`config.mk`:
```
export PLATFORM = sky130hd
export DESIGN_NAME = cp0_history_rf_flat
export DESIGN_NICKNAME = d
export VERILOG_FILES = /design/src/rtl/cp0_pkg.sv /design/src/rtl/cp0_history_rf_if.sv /design/src/rtl/cp0_hist_stack.sv /design/src/rtl/cp0_history_rf.sv /design/src/flat_wrapper.sv
export SDC_FILE = /design/constraint.sdc
export NUM_CORES = 2
export LEC_CHECK = 0
export BUFFER_PORTS_ARGS = -buffer_cell sky130_fd_sc_hd__buf_4
export CORE_ASPECT_RATIO = 0.75
export CORE_MARGIN = 1
export CORE_UTILIZATION = 45
export CTS_CLUSTER_DIAMETER = 60
export DETAILED_ROUTE_END_ITERATION = 7
export HOLD_SLACK_MARGIN = 0.15
export PLACE_DENSITY_LB_ADDON = 0.25
export SLEW_MARGIN = 10
export SYNTH_ARGS = -nofsm -noshare
export SYNTH_HDL_FRONTEND = slang
export SYNTH_SLANG_ARGS = --single-unit
```
`constraint.sdc`:
```
create_clock -name clk -period 43.9 [get_ports clk]
set_input_delay 6.585 -clock clk [delete_from_list [all_inputs] [get_ports clk]]
set_output_delay 6.585 -clock clk [all_outputs]
set_load 0.02 [all_outputs]
```
`src/rtl/cp0_pkg.sv`:
```
`default_nettype none
// ============================================================================
// Package : cp0_pkg
// Purpose : Shared types and constants for the CP0 history register file:
//           FSM state encoding and default special-register indices.
// Ports   : n/a (package)
// Rev     : 1.0 - initial release
// ============================================================================
package cp0_pkg;

  typedef enum logic [1:0] {
    ST_IDLE = 2'd0,
    ST_UNDO = 2'd1,
    ST_EXC  = 2'd2,
    ST_DONE = 2'd3
  } cp0_state_e;

  localparam int unsigned CP0_IDX_STATUS = 12;
  localparam int unsigned CP0_IDX_CAUSE  = 13;
  localparam int unsigned CP0_IDX_EPC    = 14;

endpackage
`default_nettype wire

```
`src/rtl/cp0_history_rf_if.sv`:
```
`default_nettype none
// ============================================================================
// Interface : cp0_history_rf_if
// Purpose   : Bundles the write/read, undo, commit and exception signals of
//             cp0_history_rf.
// Signals   : c0w/waddr/wdata   register write
//             raddr/rdata       combinational read port
//             back/back_cnt     undo request and entry count
//             clear             commit (empty history)
//             exc/wepc/wcause/wstatus  exception entry
//             status/cause/epc  special register views
//             busy/undo_done/hist_cnt  status
// Rev       : 1.0 - initial release
// ============================================================================
interface cp0_history_rf_if #(
  parameter int DW    = 32,
  parameter int AW    = 5,
  parameter int DEPTH = 4
);
  localparam int CW = $clog2(DEPTH + 1);

  logic          c0w;
  logic [AW-1:0] waddr;
  logic [DW-1:0] wdata;
  logic [AW-1:0] raddr;
  logic [DW-1:0] rdata;
  logic          back;
  logic [CW-1:0] back_cnt;
  logic          clear;
  logic          exc;
  logic [DW-1:0] wepc;
  logic [DW-1:0] wcause;
  logic [DW-1:0] wstatus;
  logic [DW-1:0] status;
  logic [DW-1:0] cause;
  logic [DW-1:0] epc;
  logic          busy;
  logic          undo_done;
  logic [CW-1:0] hist_cnt;

  modport master (
    output c0w, waddr, wdata, raddr, back, back_cnt, clear,
           exc, wepc, wcause, wstatus,
    input  rdata, status, cause, epc, busy, undo_done, hist_cnt
  );

  modport slave (
    input  c0w, waddr, wdata, raddr, back, back_cnt, clear,
           exc, wepc, wcause, wstatus,
    output rdata, status, cause, epc, busy, undo_done, hist_cnt
  );

endinterface
`default_nettype wire

```
`src/rtl/cp0_hist_stack.sv`:
```
`default_nettype none
// ============================================================================
// Module  : cp0_hist_stack
// Purpose : LIFO of DEPTH entries, W bits wide. Entry 0 is the newest. A push
//           into a full stack drops the oldest entry. clear_i with push_i
//           leaves exactly the pushed entry.
// Ports   : clk, rst (async, active-high)
//           push_i/din_i  push new entry     pop_i   remove newest
//           clear_i       empty the stack    top_o   newest entry
//           cnt_o         number of valid entries
// Rev     : 1.0 - initial release
// ============================================================================
module cp0_hist_stack #(
  parameter int W     = 37,
  parameter int DEPTH = 4,
  parameter int CW    = $clog2(DEPTH + 1)
) (
  input  wire logic          clk,
  input  wire logic          rst,
  input  wire logic          push_i,
  input  wire logic          pop_i,
  input  wire logic          clear_i,
  input  wire logic [W-1:0]  din_i,
  output logic      [W-1:0]  top_o,
  output logic      [CW-1:0] cnt_o
);

  localparam logic [CW-1:0] FULL = CW'(DEPTH);

  logic [W-1:0]  mem_q [DEPTH];
  logic [CW-1:0] cnt_q;

  always_ff @(posedge clk or posedge rst) begin
    if (rst) begin
      for (int i = 0; i < DEPTH; i++) mem_q[i] <= '0;
      cnt_q <= '0;
    end else if (push_i) begin
      // Shift toward the old end; the last slot falls off when full.
      mem_q[0] <= din_i;
      for (int i = 1; i < DEPTH; i++) mem_q[i] <= mem_q[i-1];
      if (clear_i)            cnt_q <= CW'(1);
      else if (cnt_q != FULL) cnt_q <= cnt_q + 1'b1;
    end else if (pop_i) begin
      for (int i = 0; i < DEPTH - 1; i++) mem_q[i] <= mem_q[i+1];
      if (cnt_q != '0) cnt_q <= cnt_q - 1'b1;
    end else if (clear_i) begin
      cnt_q <= '0;
    end
  end

  assign top_o = mem_q[0];
  assign cnt_o = cnt_q;

endmodule
`default_nettype wire

```
`src/rtl/cp0_history_rf.sv`:
```
`default_nettype none
// ============================================================================
// Module  : cp0_history_rf
// Purpose : CP0 register file with an undo history. Every write saves the
//           overwritten value; back rolls back N writes one per cycle; exc
//           rolls back everything and then loads EPC/CAUSE/STATUS.
// Ports   : clk, rst (async, active-high)
//           bus (cp0_history_rf_if.slave) - all functional signals
// Rev     : 1.0 - initial release
// ============================================================================
module cp0_history_rf
  import cp0_pkg::*;
#(
  parameter int DW         = 32,
  parameter int AW         = 5,
  parameter int DEPTH      = 4,
  parameter int IDX_STATUS = int'(CP0_IDX_STATUS),
  parameter int IDX_CAUSE  = int'(CP0_IDX_CAUSE),
  parameter int IDX_EPC    = int'(CP0_IDX_EPC)
) (
  input wire logic        clk,
  input wire logic        rst,
  cp0_history_rf_if.slave bus
);

  localparam int NREG = 2 ** AW;
  localparam int CW   = $clog2(DEPTH + 1);

  cp0_state_e     state_q, state_d;
  logic [CW-1:0]  rem_q, rem_d;
  logic           pend_q, pend_d;
  logic           busy_q, done_q;
  logic           latch;
  logic [DW-1:0]  lat_epc_q, lat_cause_q, lat_status_q;
  logic [DW-1:0]  regs_q [NREG];

  logic           accept, push, pop, hclr;
  logic [DW+AW-1:0] top;
  logic [CW-1:0]  hcnt;
  logic [DW-1:0]  top_data;
  logic [AW-1:0]  top_addr;

  assign top_data = top[DW+AW-1:AW];
  assign top_addr = top[AW-1:0];

  // c0w/clear only act when nothing higher-priority is taken this cycle.
  assign accept = (state_q == ST_IDLE || state_q == ST_DONE) && !bus.exc && !bus.back;
  assign push   = accept && bus.c0w;
  assign pop    = (state_q == ST_UNDO);
  assign hclr   = (accept && bus.clear) || (state_q == ST_EXC);

  cp0_hist_stack #(.W(DW + AW), .DEPTH(DEPTH), .CW(CW)) u_hist (
    .clk     (clk),
    .rst     (rst),
    .push_i  (push),
    .pop_i   (pop),
    .clear_i (hclr),
    .din_i   ({regs_q[bus.waddr], bus.waddr}),
    .top_o   (top),
    .cnt_o   (hcnt)
  );

  always_comb begin
    state_d = state_q;
    rem_d   = rem_q;
    pend_d  = pend_q;
    latch   = 1'b0;
    case (state_q)
      ST_IDLE, ST_DONE: begin
        state_d = ST_IDLE;
        if (bus.exc) begin
          latch   = 1'b1;
          pend_d  = 1'b1;
          rem_d   = hcnt;
          state_d = (hcnt == '0) ? ST_EXC : ST_UNDO;
        end else if (bus.back) begin
          rem_d   = (bus.back_cnt < hcnt) ? bus.back_cnt : hcnt;
          state_d = (rem_d == '0) ? ST_DONE : ST_UNDO;
        end
      end
      ST_UNDO: begin
        if (bus.exc) begin
          // The restore on this edge pops one entry, so what remains is
          // hcnt-1; undoing exactly that leaves the history empty.
          latch   = 1'b1;
          pend_d  = 1'b1;
          rem_d   = hcnt - 1'b1;
          state_d = (rem_d == '0) ? ST_EXC : ST_UNDO;
        end else begin
          rem_d = rem_q - 1'b1;
          if (rem_d == '0) state_d = pend_q ? ST_EXC : ST_DONE;
        end
      end
      ST_EXC: begin
        pend_d  = 1'b0;
        rem_d   = '0;
        state_d = ST_DONE;
      end
      default: state_d = ST_IDLE;
    endcase
  end

  always_ff @(posedge clk or posedge rst) begin
    if (rst) begin
      state_q      <= ST_IDLE;
      rem_q        <= '0;
      pend_q       <= 1'b0;
      busy_q       <= 1'b0;
      done_q       <= 1'b0;
      lat_epc_q    <= '0;
      lat_cause_q  <= '0;
      lat_status_q <= '0;
      for (int i = 0; i < NREG; i++) regs_q[i] <= '0;
    end else begin
      state_q <= state_d;
      rem_q   <= rem_d;
      pend_q  <= pend_d;
      busy_q  <= (state_d == ST_UNDO) || (state_d == ST_EXC);
      done_q  <= (state_d == ST_DONE);
      if (latch) begin
        lat_epc_q    <= bus.wepc;
        lat_cause_q  <= bus.wcause;
        lat_status_q <= bus.wstatus;
      end
      if (push) regs_q[bus.waddr] <= bus.wdata;
      if (pop)  regs_q[top_addr]  <= top_data;
      if (state_q == ST_EXC) begin
        regs_q[IDX_EPC]    <= lat_epc_q;
        regs_q[IDX_CAUSE]  <= lat_cause_q;
        regs_q[IDX_STATUS] <= lat_status_q;
      end
    end
  end

  assign bus.rdata     = regs_q[bus.raddr];
  assign bus.status    = regs_q[IDX_STATUS];
  assign bus.cause     = regs_q[IDX_CAUSE];
  assign bus.epc       = regs_q[IDX_EPC];
  assign bus.busy      = busy_q;
  assign bus.undo_done = done_q;
  assign bus.hist_cnt  = hcnt;

endmodule
`default_nettype wire

```
`src/flat_wrapper.sv`:
```
// flat-port wrapper written by rule: the top's interface ports become plain ports
module cp0_history_rf_flat import cp0_pkg::*;
#(
  parameter int DW         = 32,
  parameter int AW         = 5,
  parameter int DEPTH      = 4,
  parameter int IDX_STATUS = int'(CP0_IDX_STATUS),
  parameter int IDX_CAUSE  = int'(CP0_IDX_CAUSE),
  parameter int IDX_EPC    = int'(CP0_IDX_EPC)
)
  (clk, rst, bus_c0w, bus_waddr, bus_wdata, bus_raddr, bus_back, bus_back_cnt, bus_clear, bus_exc, bus_wepc, bus_wcause, bus_wstatus, bus_rdata, bus_status, bus_cause, bus_epc, bus_busy, bus_undo_done, bus_hist_cnt);
  cp0_history_rf_if #(.DW(DW), .AW(AW), .DEPTH(DEPTH)) bus_i ();
  input wire logic clk;
  input wire logic rst;
  input wire logic [$bits(bus_i.c0w)-1:0] bus_c0w;
  input wire logic [$bits(bus_i.waddr)-1:0] bus_waddr;
  input wire logic [$bits(bus_i.wdata)-1:0] bus_wdata;
  input wire logic [$bits(bus_i.raddr)-1:0] bus_raddr;
  input wire logic [$bits(bus_i.back)-1:0] bus_back;
  input wire logic [$bits(bus_i.back_cnt)-1:0] bus_back_cnt;
  input wire logic [$bits(bus_i.clear)-1:0] bus_clear;
  input wire logic [$bits(bus_i.exc)-1:0] bus_exc;
  input wire logic [$bits(bus_i.wepc)-1:0] bus_wepc;
  input wire logic [$bits(bus_i.wcause)-1:0] bus_wcause;
  input wire logic [$bits(bus_i.wstatus)-1:0] bus_wstatus;
  output wire logic [$bits(bus_i.rdata)-1:0] bus_rdata;
  output wire logic [$bits(bus_i.status)-1:0] bus_status;
  output wire logic [$bits(bus_i.cause)-1:0] bus_cause;
  output wire logic [$bits(bus_i.epc)-1:0] bus_epc;
  output wire logic [$bits(bus_i.busy)-1:0] bus_busy;
  output wire logic [$bits(bus_i.undo_done)-1:0] bus_undo_done;
  output wire logic [$bits(bus_i.hist_cnt)-1:0] bus_hist_cnt;
  assign bus_i.c0w = bus_c0w;
  assign bus_i.waddr = bus_waddr;
  assign bus_i.wdata = bus_wdata;
  assign bus_i.raddr = bus_raddr;
  assign bus_i.back = bus_back;
  assign bus_i.back_cnt = bus_back_cnt;
  assign bus_i.clear = bus_clear;
  assign bus_i.exc = bus_exc;
  assign bus_i.wepc = bus_wepc;
  assign bus_i.wcause = bus_wcause;
  assign bus_i.wstatus = bus_wstatus;
  assign bus_rdata = bus_i.rdata;
  assign bus_status = bus_i.status;
  assign bus_cause = bus_i.cause;
  assign bus_epc = bus_i.epc;
  assign bus_busy = bus_i.busy;
  assign bus_undo_done = bus_i.undo_done;
  assign bus_hist_cnt = bus_i.hist_cnt;
  cp0_history_rf #(.DW(DW), .AW(AW), .DEPTH(DEPTH), .IDX_STATUS(IDX_STATUS), .IDX_CAUSE(IDX_CAUSE), .IDX_EPC(IDX_EPC)) u_core (.clk(clk), .rst(rst), .bus(bus_i));
endmodule
```
* Word-level counts from Yosys, hierarchy flattened
Cells that the tools add are included.
** Operators by class
- $add $sub $neg :: 3
- Reductions and logical operators :: 22
- Mux-type cells :: 41
- Eq/ne operators :: 11
- Bitwise gates (word level) :: 3
- Order comparisons :: 6
** Operators by type and width (count)
- 1024-bit bitwise mux :: 2
- 1024-bit two-way mux :: 2
- 32-bit binary-select mux with 5-bit select :: 2
- 32-bit demux with 5-bit select :: 2
- 111-bit two-way mux :: 2
- 32-bit two-way mux :: 6
- 96-bit two-way mux :: 1
- 3-bit two-way mux :: 10
- 6-bit greater-or-equal comparator (second input constant) :: 3
- 5-bit NOT with 6-bit output :: 3
- 2-bit two-way mux :: 7
- 3-bit zero test :: 4
- 6-bit by 1-bit < comparator with 1-bit output (second input constant) :: 2
- 3-bit != test (second input constant) :: 3
- 3-bit case mux with 3 select lines :: 1
- 2-bit == test (second input constant) :: 4
- 1-bit logical AND :: 6
- 2-bit case mux with 3 select lines :: 1
- 3-bit nonzero test :: 2
- 3-bit by 1-bit subtractor with 3-bit output (second input constant) :: 2
- 2-bit by 1-bit == test with 1-bit output (second input constant) :: 2
- 1-bit two-way mux :: 4
- 3-bit by 1-bit adder with 3-bit output (second input constant) :: 1
- 1-bit logical OR :: 3
- other kinds (10) :: 11
** Word-level totals
- Input bits :: 147
- Output and inout port bits :: 133
- Word-level logic and storage cells :: 131
- Register bits :: 1279

* Longest topological paths before layout
- Depth in word-level cells :: 10
- Mapped depth :: 11
- Gate-level depth less buffers :: 8

* Hierarchy
From an unflattened synthesis, not the netlist that was laid out.
** Second synthesis, totals
- Cell total of the unflattened synthesis :: 7334
- Area total of the unflattened synthesis :: 76248.1 um^2
** By module, submodules not included
- cp0_history_rf :: cells an instance 6698, area an instance 69142.6 um^2, instances 1, seq. area each 28227.1 um^2
- cp0_hist_stack :: cells an instance 636, area an instance 7105.6 um^2, instances 1, seq. area each 3778.6 um^2

* Worst setup path before layout
Ideal clock, no wire load.
- Path type :: input-to-output
- Start :: input bus_raddr[0]
- End :: output bus_rdata[31]
- Slack :: 29.003 ns
- Data required time :: 37.315 ns
- Stages on the path :: 7
- Arrival time :: 8.312 ns
- Cells stage by stage :: buf_2 > buf_6 > buf_6 > buf_2 > mux4_2 > mux4_2 > o21a_1
** On the way
- Word-level cells in the longest chain between the ends :: 4
** Ends and longest elaborated chain
- start: declaration :: RTL line flat_wrapper.sv:18 : input wire logic [$bits(bus_i.raddr)-1:0] bus_raddr;
- 5-bit NOT with 6-bit output (implied by the code) :: RTL line cp0_history_rf.sv:135 : assign bus.rdata = regs_q[bus.raddr];
- 32-bit binary-select mux with 5-bit select :: RTL line cp0_history_rf.sv:135
- 32-bit two-way mux (implied by the code) (2 in series) :: RTL line cp0_history_rf.sv:135
- end: declaration :: RTL line flat_wrapper.sv:26 : output wire logic [$bits(bus_i.rdata)-1:0] bus_rdata;
Every way passes these cells. The select of a mux whose other input is x is not followed.

* Worst setup path in the final report
- Start :: input bus_raddr[1]
- End :: output bus_rdata[20]
Same word-level chain as after synthesis.

==> flow_metrics.tcl <==
set metrics [dict create \
    outcome "complete, no violations" \
    hold_path_class "flop to flop" \
    drtIter0Drc 9839 \
    syn_inst 7113 \
    pin_count 280 \
    port_buffers 279 \
    track_usage 0.352 \
    cts_tree "done" \
    arrival_ns 11.28 \
    fillers 14800 \
    finalCriticalPeriod_ns 17.87 \
    fp.dieW_um 477 \
    routabilityCongestion 0.939 \
    ys.flop_type "dfrtp_1" \
    irDropWorstVdd_mv 0.0396 \
    synth_top_area_cell "dfrtp_1" \
    yosysWarnings 0 \
    p_comb_frac 0.351 \
    relSlewSlack 0.0440 \
    cts.sinks 1279 \
    cts_hold_buffers 0 \
    multi_input_area_um2 39900 \
    ys_seq_area_frac 0.420 \
    p_sw_uw 2060 \
    syn_area_um2 76100 \
    vias 61300 \
    htree_levels 4 \
    tightest_slew_ns 1.43 \
    p_int_uw 3270 \
    post_cts_resized 0 \
    firstDrtPassIters 6 \
    cp.buffers_inverters 5 \
    initial_core_util 0.454 \
    startpoint_type "input pin" \
    drv_slew 0 \
    utilization 0.494 \
    tns_ns 0 \
    dp_slack_ns 26.13 \
    die_area_um2 171000 \
    crit_path_end_kind "primary output" \
    routed_via_density 6.68 \
    rows 130 \
    numCtsBuffers 134 \
    core_area_um2 168000 \
    finalCritPeriodShare 0.407 \
    crit_path_max_incr_delay_ns 0.87 \
    hold_violations 0 \
    r2r_cells 10 \
    power-per-cell-area_nw_per_um2 64.2 \
    synth-edff-count 0 \
    holdPathStages 2 \
    wirelength_um 306000 \
    synth_top_area_frac 0.420 \
    fin_skew_ns 0.0224 \
    pwr-share-clk 0.227 \
    cts_root_buf "clkbuf_16" \
    grt_pass1_wl_um 432000 \
    clk_pin_slew_ns 0.06 \
    post_cts_buffers 0 \
    clockBufferDepth 3 \
    maxCapViolations 0 \
    worst_path_max_delay_cell "buf_4" \
    syn_avg_cell_area_um2 10.7 \
    wl_per_cell_um 33.4 \
    setup_viol 0 \
    path_cells "buf_8 > buf_4 > buf_4 > buf_4 > mux4_2 > mux4_2 > o21a_1 > buf_4" \
    swShare 0.386 \
    required_ns 37.31 \
    hpwl_um 183000 \
    rsz0062_at_grt "false" \
    p_leak_uw 0.0316 \
    finalNetCount 6979 \
    path_max_fanout 81 \
    drc 0 \
    setup.worst_path.class "input pin to primary output" \
    die_h_um 358 \
    worst_slack_ns 26.03 \
    drive_gt1_frac 0.191 \
    clock_latency_ns 0.79 \
    timing.critical_path.max_delay_family "buffers and inverters" \
    synthesis.nets 7271 \
    postRouteAntennaNets 0 \
    fmax_mhz 56.0 \
    place_inst 8929 \
    pwr-share-seq 0.422 \
    ys_ff_latch 1279 \
    cp.depth 8 \
    seq_area_um2 32000 \
    cp_common_cell "buf_4" \
    netlist-cell-type-count 72 \
    grt_pass1_vias 57600 \
    antenna_found_initial 13 \
    grt_max_degree 168 \
    async_flop_share 1.00 \
    final_cells 9169 \
    synth_area_leaders "dfrtp_1 (42%), mux2i_1 (17%), mux4_2 (14%)" \
    overflow 0 \
    area_growth_pct 8.91 \
]
## stage by stage
stage	power [µW]	hold WS (ns)	instance area (µm²)
finish	5320	0.477	82900
global route	5550	0.486	82900
CTS	5270	0.476	82900
detailed placement	4070	0.462	78400
global placement	4000	0.457	78400
floorplan	3410	0.446	76100
## flip-flops by register name, indices dropped and copies added (netlist names), 32 cells and up
name and flops:
u_core.regs_q 928, u_core.u_hist.mem_q 111, u_core.u_hist.top_o 37, u_core.bus.cause 32, u_core.bus.epc 32, u_core.bus.status 32
u_core.lat_cause_q 32, u_core.lat_epc_q 32, u_core.lat_status_q 32
## synth_stat cells, types with 20 or more instances
| library cell | n |
|---|---|
| mux2i_1 | 1297 |
| dfrtp_1 | 1279 |
| nand2_1 | 1031 |
| o21ai_0 | 688 |
| clkbuf_1 | 475 |
| mux4_2 | 462 |
| nor2_1 | 354 |
| a21oi_1 | 276 |
| buf_4 | 195 |
| buf_2 | 134 |
| o22ai_1 | 121 |
| o21ai_1 | 111 |
| mux2_2 | 101 |
| a22oi_1 | 85 |
| a31oi_1 | 68 |
| buf_1 | 58 |
| a211oi_1 | 33 |
| a21o_1 | 33 |
| o21a_1 | 33 |
| buf_6 | 31 |
| inv_1 | 29 |
| a32oi_1 | 24 |
| a221oi_1 | 20 |
## power by group through the flow
| stage | Clock (µW) | Combinational (µW) | Sequential (µW) |
|---|---|---|---|
| finish | 1210 | 1870 | 2250 |
| global route | 1260 | 2000 | 2280 |
| CTS | 1220 | 1840 | 2210 |
| detailed placement | 0 | 1850 | 2220 |
| global placement | 0 | 1780 | 2220 |
| floorplan | 0 | 1430 | 1980 |
## per-layer routing
layer  global-route usage  routed length [µm]
met3                0.120               41900
met5              0.00763                 272
met1                0.463              114000
met4                0.222               22000
met2                0.496              128000
## final timing paths
path / from / endpoint / slack (ns)
max in group asynchronous: rst / u_core.lat_status_q[14] / 33.98
min in group asynchronous: rst / u_core.u_hist.mem_q[85] / 5.91
worst min register to register: u_core.u_hist.mem_q[20] / u_core.u_hist.mem_q[20] / 0.48
worst max-delay path: bus_raddr[1] / bus_rdata[20] / 26.03
worst min-delay path: u_core.u_hist.mem_q[20] / u_core.u_hist.mem_q[20] / 0.48
worst max register to register: u_core.state_q[0] / u_core.u_hist.top_o[29] / 38.80
## worst min-delay path: stages (launching register included)
cell and delay [ns]:
dfrtp_1 0.34, nand2_1 0.05, nand2_1 0.06
## placed cells by master, fill, tap and decap left out, drive strengths merged, types with 4 or more instances in the layout
cell     count
mux2i     1297
dfrtp     1279
nand2     1035
o21ai      799
buf        465
mux4       462
nor2       375
a21oi      276
clkbuf     196
o22ai      121
mux2       101
a22oi       85
a31oi       68
inv         41
a21o        33
o21a        33
a211oi      33
a32oi       24
a221oi      20
nor4        18
or3         13
nor3        13
bufinv      11
clkinv      11
ha          11
nand3        9
nand3b       8
diode        7
and3         7
nand2b       7
nor2b        7
or4          6
and4         6
nand4bb      4
## layout make-up
class | count | area share
antenna | 7 | 0.000211
clock buffer | 196 | 0.0480
tap | 2244 | 0.0339
clock inverter | 37 | 0.00635
inverter | 29 | 0.00140
sequential | 1279 | 0.386
multi-input combinational | 4912 | 0.481
timing repair buffer | 465 | 0.0431
## logic make-up after synthesis
group | count (synthesis) | synth area share
AO/OA/AOI/OAI | 1507 | 0.111
flip-flops | 1279 | 0.420
AND/OR/NAND/NOR | 1532 | 0.0840
buffers and inverters | 922 | 0.0603
multiplexers | 1860 | 0.322
XOR/XNOR | 2 | 0.000230
adder cells (fa/ha/maj) | 11 | 0.00181
Power figures use the tool's default switching activity.
